$ cat config.mk
export PLATFORM = sky130hd
export DESIGN_NAME = pd_mem_arbiter
export DESIGN_NICKNAME = d
export VERILOG_FILES = /design/src/rtl/pd_mem_arb_pkg.sv /design/src/rtl/pd_mem_lat_cnt.sv /design/src/rtl/pd_mem_arbiter.sv
export SDC_FILE = /design/constraint.sdc
export NUM_CORES = 1
export LEC_CHECK = 0
export CAP_MARGIN = 30
export CORE_AREA = 2 2 108 110
export CTS_BUF_LIST = sky130_fd_sc_hd__clkbuf_4
export DETAILED_ROUTE_END_ITERATION = 10
export DIE_AREA = 0 0 110 112
export PLACE_DENSITY = 0.55
export SYNTH_ARGS = -nofsm -noshare
export SYNTH_HDL_FRONTEND = slang
export SYNTH_SLANG_ARGS = --single-unit
$ cat constraint.sdc
create_clock -name clk -period 3.21 [get_ports clk]
set_input_delay 0.8025 -clock clk [delete_from_list [all_inputs] [get_ports clk]]
set_output_delay 0.8025 -clock clk [all_outputs]
set_load 0.03 [all_outputs]
$ cat src/rtl/pd_mem_arb_pkg.sv
// pd_mem_arb_pkg: shared types for the pd memory arbiter.
//   arb_state_e : arbiter FSM states
//   arb_owner_e : which requester owns the outstanding access
//   LAT_W       : latency counter width (MEM_LATENCY range 1..7)
package pd_mem_arb_pkg;
  typedef enum logic {ARB_IDLE, ARB_BUSY} arb_state_e;
  typedef enum logic [1:0] {OWN_NONE, OWN_I, OWN_D} arb_owner_e;
  localparam int LAT_W = 3;
endpackage

$ cat src/rtl/pd_mem_lat_cnt.sv
// pd_mem_lat_cnt: loadable down-counter tracking the fixed memory latency.
//   clk, reset        : clock, async active-high reset (count -> 0)
//   load_i, load_val_i: load a new count (takes priority over decrement)
//   value_o           : current count, decrements toward 0
//   last_o            : count == 1 (response cycle)
module pd_mem_lat_cnt
  import pd_mem_arb_pkg::*;
(
  input  logic             clk,
  input  logic             reset,
  input  logic             load_i,
  input  logic [LAT_W-1:0] load_val_i,
  output logic [LAT_W-1:0] value_o,
  output logic             last_o
);
  logic [LAT_W-1:0] cnt_q, cnt_d;
  always_comb cnt_d = load_i ? load_val_i : (cnt_q != '0) ? cnt_q - 1'b1 : cnt_q;
  always_ff @(posedge clk or posedge reset)
    if (reset) cnt_q <= '0;
    else cnt_q <= cnt_d;
  assign value_o = cnt_q;
  assign last_o  = cnt_q == LAT_W'(1);
endmodule

$ cat src/rtl/pd_mem_arbiter.sv
// pd_mem_arbiter: shares one fixed-latency memory between fetch (I) and load/store (D).
//   clk, reset           : clock, async active-high reset
//   i_req_* / i_resp_*   : fetch request (read only) and response
//   d_req_* / d_resp_*   : load/store request and response (stores get an ack)
//   mem_*                : issued access; mem_rdata valid MEM_LATENCY cycles after issue
//   PD_MEM_ARB_RR_EN     : when defined, round-robin between I and D; otherwise D has fixed priority
module pd_mem_arbiter
  import pd_mem_arb_pkg::*;
#(
  parameter int AWIDTH      = 32,
  parameter int DWIDTH      = 32,
  parameter int MEM_LATENCY = 1
) (
  input  logic                clk,
  input  logic                reset,
  input  logic                i_req_valid,
  output logic                i_req_ready,
  input  logic [AWIDTH-1:0]   i_req_addr,
  output logic                i_resp_valid,
  output logic [DWIDTH-1:0]   i_resp_data,
  input  logic                d_req_valid,
  output logic                d_req_ready,
  input  logic [AWIDTH-1:0]   d_req_addr,
  input  logic                d_req_we,
  input  logic [DWIDTH-1:0]   d_req_wdata,
  input  logic [DWIDTH/8-1:0] d_req_wstrb,
  output logic                d_resp_valid,
  output logic [DWIDTH-1:0]   d_resp_data,
  output logic                mem_req_valid,
  output logic [AWIDTH-1:0]   mem_addr,
  output logic                mem_we,
  output logic [DWIDTH-1:0]   mem_wdata,
  output logic [DWIDTH/8-1:0] mem_wstrb,
  input  logic [DWIDTH-1:0]   mem_rdata
);
  arb_state_e       state_q, state_d;
  arb_owner_e       owner_q, owner_d;
  logic [LAT_W-1:0] lat_val;
  logic             lat_last, free, resp, i_gnt, d_gnt, gnt;
  pd_mem_lat_cnt u_lat (
    .clk       (clk),
    .reset     (reset),
    .load_i    (gnt),
    .load_val_i(LAT_W'(MEM_LATENCY)),
    .value_o   (lat_val),
    .last_o    (lat_last)
  );
  // The counter is zero exactly when idle; gating on reset keeps every output low while it is held.
  assign free = !reset && (lat_val == '0 || lat_last);
  assign resp = state_q == ARB_BUSY && lat_last;
`ifdef PD_MEM_ARB_RR_EN
  arb_owner_e rr_q;
  assign d_gnt = free && d_req_valid && (!i_req_valid || rr_q == OWN_D);
  assign i_gnt = free && i_req_valid && !d_gnt;
  always_ff @(posedge clk or posedge reset)
    if (reset) rr_q <= OWN_I;
    else rr_q <= i_gnt ? OWN_D : d_gnt ? OWN_I : rr_q;
`else
  assign d_gnt = free && d_req_valid;
  assign i_gnt = free && i_req_valid && !d_req_valid;
`endif
  assign gnt = i_gnt | d_gnt;
  always_comb begin
    state_d = gnt ? ARB_BUSY : resp ? ARB_IDLE : state_q;
    owner_d = i_gnt ? OWN_I : d_gnt ? OWN_D : resp ? OWN_NONE : owner_q;
  end
  always_ff @(posedge clk or posedge reset)
    if (reset) begin
      state_q <= ARB_IDLE;
      owner_q <= OWN_NONE;
    end else begin
      state_q <= state_d;
      owner_q <= owner_d;
    end
  assign i_req_ready   = i_gnt;
  assign d_req_ready   = d_gnt;
  assign i_resp_valid  = resp && owner_q == OWN_I;
  assign d_resp_valid  = resp && owner_q == OWN_D;
  assign i_resp_data   = i_resp_valid ? mem_rdata : '0;
  assign d_resp_data   = d_resp_valid ? mem_rdata : '0;
  assign mem_req_valid = gnt;
  assign mem_addr      = d_gnt ? d_req_addr : i_gnt ? i_req_addr : '0;
  assign mem_we        = d_gnt && d_req_we;
  assign mem_wdata     = d_gnt ? d_req_wdata : '0;
  assign mem_wstrb     = d_gnt ? d_req_wstrb : '0;
endmodule
Yosys cells after proc, flatten, opt, wreduce, memory -nomap -nowiden
Index checks and enable logic that the tools add are counted.
{"block": "totals", "reg_bits": 6, "inputBits": 137, "wordCells": 37}
{"block": "op_classes", "n_addsub": 1, "eq_ne": 3, "mux": 13, "bitwise": 1, "n_reduce_logical": 16}
{"op": "32-bit 2-to-1 mux", "count": 5}
{"op": "1-bit logical AND", "count": 8}
{"op": "2-bit 2-to-1 mux", "count": 3}
{"op": "3-bit 2-to-1 mux", "count": 2}
{"op": "3-bit nonzero test", "count": 2}
{"op": "4-bit 2-to-1 mux", "count": 1}
{"op": "2-bit nonzero test", "count": 2}
{"op": "3-bit by 1-bit == test with 1-bit output, second input constant", "count": 1}
{"op": "3-bit logical NOT", "count": 1}
{"op": "3-bit by 1-bit subtractor with 3-bit output, second input constant", "count": 1}
{"op": "2-bit by 1-bit == test with 1-bit output, second input constant", "count": 1}
{"op": "2-bit == test, second input constant", "count": 1}
{"op": "1-bit logical NOT", "count": 2}
{"op": "1-bit 2-to-1 mux", "count": 2}
{"op": "1-bit logical OR", "count": 1}
{"op": "1-bit bitwise OR", "count": 1}

Logic depth before layout (Yosys ltp)
{"block": "logic_depth", "ltp_word": 7, "ltp_mapped": 6, "mapped_depth_nobuf": 6}

Hierarchy
A second synthesis with hierarchy kept.
{"block": "unflattened", "cells_unflattened": 239, "hier_area_um2": 1546.5}
{"module": "pd_mem_arbiter", "n_inst": 1, "cells_each": 216, "area_each_um2": 1326.3, "seq_area_each_um2": 75.1}
{"module": "pd_mem_lat_cnt", "n_inst": 1, "cells_each": 23, "area_each_um2": 220.2, "seq_area_each_um2": 75.1}

Worst setup path after synthesis
No wires, ideal clock.
{"block": "synth_path", "path_type": "input to output", "start": "input port reset", "end": "output port mem_addr[19]", "arrival_time_ns": 1.757, "setup_slack_ns": 0.651, "path_stages": 5, "n_path_buf": 2, "path_cell_list": "nor3_2 -> and3b_1 -> buf_6 -> buf_6 -> a22o_1"}
{"block": "synth_via", "elab_chain_len": 6}
{"item": "from (decl)", "line_no": "pd_mem_arbiter.sv:15", "rtl": "input logic reset,"}
{"item": "1-bit logical NOT (no line)"}
{"item": "1-bit logical AND", "line_no": "pd_mem_arbiter.sv:49", "rtl": "assign free = !reset && (lat_val == '0 || lat_last);"}
{"item": "1-bit logical AND (2 in a row)", "line_no": "pd_mem_arbiter.sv:60", "rtl": "assign i_gnt = free && i_req_valid && !d_req_valid;"}
{"item": "net i_req_ready", "line_no": "pd_mem_arbiter.sv:17", "rtl": "output logic i_req_ready,"}
{"item": "32-bit 2-to-1 mux (2 in a row)", "line_no": "pd_mem_arbiter.sv:82", "rtl": "assign mem_addr = d_gnt ? d_req_addr : i_gnt ? i_req_addr : '0;"}
{"item": "to (decl)", "line_no": "pd_mem_arbiter.sv:30", "rtl": "output logic [AWIDTH-1:0] mem_addr,"}
The timed path passes the listed nets, and every way through them passes these cells.

Final worst setup path
{"block": "layout_path", "start": "input port reset", "end": "output port mem_addr[18]"}
{"block": "layout_via", "elab_chain_len": 6}
{"item": "1-bit logical NOT (no line) *"}
{"item": "1-bit logical AND *", "line_no": "pd_mem_arbiter.sv:49"}
{"item": "1-bit logical AND (2 in a row)", "line_no": "pd_mem_arbiter.sv:60"}
{"item": "32-bit 2-to-1 mux", "line_no": "pd_mem_arbiter.sv:82"}
{"item": "32-bit 2-to-1 mux *", "line_no": "pd_mem_arbiter.sv:82"}
Every way passes the cells marked *; elsewhere a longest branch is shown, timed or not.

==> impl_summary.md <==
Logic synthesis
Counting flops with an async set or reset pin after synthesis yields a share of 100%. The most used flip-flop cell after synthesis is dfrtp_1. The share of the synthesized area in the top cell type is between 20% and 30%.

In this run, synthesis inferred 0 flip-flops with an integrated enable. The share of the Yosys chip area taken by registers is between 10% and 20%. Summing every instance area after synthesis gives 1410 µm². The instance count of the mapped netlist is approximately 190. The synthesized design spends more area on one cell type than any other, namely and2_1. The warning count from the yosys run is 0. After synthesis, the cell types taking the most area are and2_1 28%, a22o_1 20%, and3_1 16%. The post-synthesis net count is approximately 330.

The average instance in the mapped netlist occupies roughly 7.5 µm². After synthesis the netlist holds a flip-flop and latch count of 6. The post-synthesis cell type count is 24.

Floorplan
The I/O pin total is 275. The starting density of the core is 12.6%. The floorplan has 39 rows. Measured along the y axis, the die boundary spans around 110 µm. In this run the horizontal extent of the chip is around 110 µm. The floorplan step defined a die boundary enclosing roughly 12000 µm².

In this run the standard cell core region covers approximately 11000 µm².

Final layout
The final layout contains just under 600 nets. 0 antenna diodes ended up in the layout. The area growth from synthesis to layout is 187%.

The finished cells cover 4030 µm². The share of post-route cells with drive strength above 1 is 33.5%. The library cells used most frequently in the layout, excluding fill and tap cells, are 138 x clkdlybuf4s50_1, 135 x buf_4, 64 x and2_1.

Fill cells in the final layout number 1143. The library cell used most frequently in the layout, excluding fill and tap cells, is clkdlybuf4s50_1.

Critical path
In this design, the stage delay of the slowest critical-path cell is around 0.43 ns. STA classifies the critical path endpoint as an output pin. The kind of launch point of the worst setup path is an input port.

The top fanout value on the critical path is 35. Data on the critical path arrives at its endpoint at between 2 and 2.5 ns. The most numerous cell type found on the critical path is buf_12. Traced cell by cell, the critical path runs through clkdlybuf4s50_1, nor3_2, and3b_1, buf_12, a22o_1, buf_12. The worst reg-to-reg setup slack is 1.80 ns. The classification of the worst setup path is in -> out. Data on the critical path is required at its endpoint by 2.41 ns. The critical path contains buffers and inverters numbering 3 combined. The cell with the largest stage delay on the worst path is clkdlybuf4s50_1.

The family with the most delay on the worst path is buffers and inverters.

Worst hold path
The path class of the tightest hold or removal check is reg -> reg.

Route
The detailed-route via count is 2410. The number of design rule violations left after detail routing is 0. The mean routed wirelength per cell is roughly 14 µm. The length of routed met2 wiring is between 4 and 5 mm.

The initial detailed-routing violation count is 38. The met3 routed wirelength is around 980 µm. In the routed layout, each cell is associated on average with a via count of between 4 and 5. The pre-antenna-repair detailed-routing pass consisted of 4 iterations.

The top layer reached by signal wires is met4. The routed length on met1 is between 2 and 3 mm. The number of nets with antenna violations after detailed routing is 0. For this block, the routed nets add up to 8.31 mm of wire.

Status
The run finished with clean final reports.

CTS
The number of CTS-inserted buffers is 3. Clock-pin slew was measured on the worst setup and hold paths at 0.04 ns. The CTS tree is done.

The insertion delay of the later-clocked pin in the worst-skew pair is between 0.2 and 0.25 ns. The tree is rooted in a clkbuf_4. The total number of clock tree sinks is 6.

In this run the number of H-tree levels came out at 1. In this run, post-CTS repair resized a total of 0 instances. After clock tree synthesis, the setup repair step added 0 buffers. The count of hold buffers inserted by post-cts repair is 0. The maximum clock path buffer count is 2.

GRT
The remaining global-route overflow is 0. The total routing usage reported by global routing is between 10% and 20%. The initial antenna violation count is 0. The first-pass GRT wire length is 12.0 mm. Entering global routing, the biggest net connects 39 pins. The number of global-route vias before repair is ~2400.

STA
The number of pins exceeding their max-slew limit in the final report is 0. At the pin with the least slew margin, the transition time is 0.379 ns. Setup repair after global routing left no endpoint under its margin. Headroom to the max-slew limit came out at between 70% and 80%. The fmax is about 330 MHz. Setup violations remaining at the end of the flow were counted as 0.

The accumulated negative setup slack is 0 ns. Between clock sinks in the finished design, the worst skew comes to 0.00278 ns. The final-report hold violation count came to 0. Dividing the final minimum period by the clock period gives 93.8%.

The final period demand of the worst path is approximately 3.0 ns.

Flow run
Max-cap violations in this run came to 0.

Placement
The placed instances occupy a cell area of ~4000 µm². Port buffering added about 270 buffers. The wire-length estimate of the detail-placed layout is ~7 mm. The last weighted congestion value of the routability-driven placer is between 0.7 and 0.8.

Power
The maximum VDD drop is slightly below 0.2 mV. Power spread over the standard cell area amounts to around 360 nW/µm². For this design the static power due to leakage is just over 2 nW.
layer usage:
metal,up-vias,GRT usage [%]
met2,147,25.6
met1,1074,11.4
met4,0,2.53
met3,6,3.63
li1,1183,-
met5,-,0
registers in the layout, summed over array words and instances, names as in the netlist:
signal	flops
u_lat.value_o	3
owner_q	2
state_q	1
cells in the mapped netlist (3+ instances only):
cell	instances
ha_1	3
and2_1	64
nor2_1	4
clkbuf_2	7
buf_2	4
and3_1	37
inv_1	5
nand2_1	3
dfrtp_1	6
buf_6	4
clkbuf_1	4
a22o_1	32
power breakdown:
group | switching (mW) | leakage [nW] | internal, mW
clock network | 0.0257 | 0.0138 | 0.0422
registers | 0.0396 | 0.0731 | 0.116
logic | 0.663 | 1.99 | 0.567
cell families (layout without fill, tap and decap cells):
group           Yosys count  after routing  share of synthesized area (%)
compound gates           38             38                           22.7
xor+xnor                  1              1                          0.623
fa+ha+maj                 3              3                           2.67
buf+inv                  26            289                           10.6
simple gates            114            114                           52.7
flops                     6              6                           10.7
path summary, 6_finish.rpt:
kind | start | to | depth (start not counted)
worst max-delay path | reset | mem_addr[18] | 6
worst min-delay path | state_q | state_q | 1
worst max register to register | u_lat.value_o[1] | u_lat.value_o[0] | 4
worst min register to register | state_q | state_q | 1
max in group asynchronous | reset | owner_q[1] | 2
min in group asynchronous | reset | u_lat.value_o[1] | 2
stage by stage:
step | power [mW] | util [%] | std cells | setup slack, ns | hold WS, ns
after detailed placement | 1.40 | 35.9 | 591 | 0.195 | 0.533
after global placement | 1.40 | 35.9 | 591 | 0.209 | 0.526
after global routing | 1.57 | 36.1 | 594 | 0.101 | 0.576
final | 1.45 | 36.1 | 594 | 0.199 | 0.534
after floorplan | 0.877 | - | 188 | 0.651 | 0.513
after CTS | 1.48 | 36.1 | 594 | 0.189 | 0.542
cell type report:
| class | count | area [µm²] | area share, % |
|---|---|---|---|
| Clock buffer | 3 | 22.5 | 0.559 |
| Timing Repair Buffer | 281 | 2550 | 63.4 |
| Inverter | 5 | 18.8 | 0.466 |
| Sequential cell | 6 | 150 | 3.72 |
| Tap cell | 143 | 179 | 4.44 |
| Multi-Input combinational cell | 156 | 1110 | 27.4 |
Note: power is estimated with default switching activity, not from simulation.
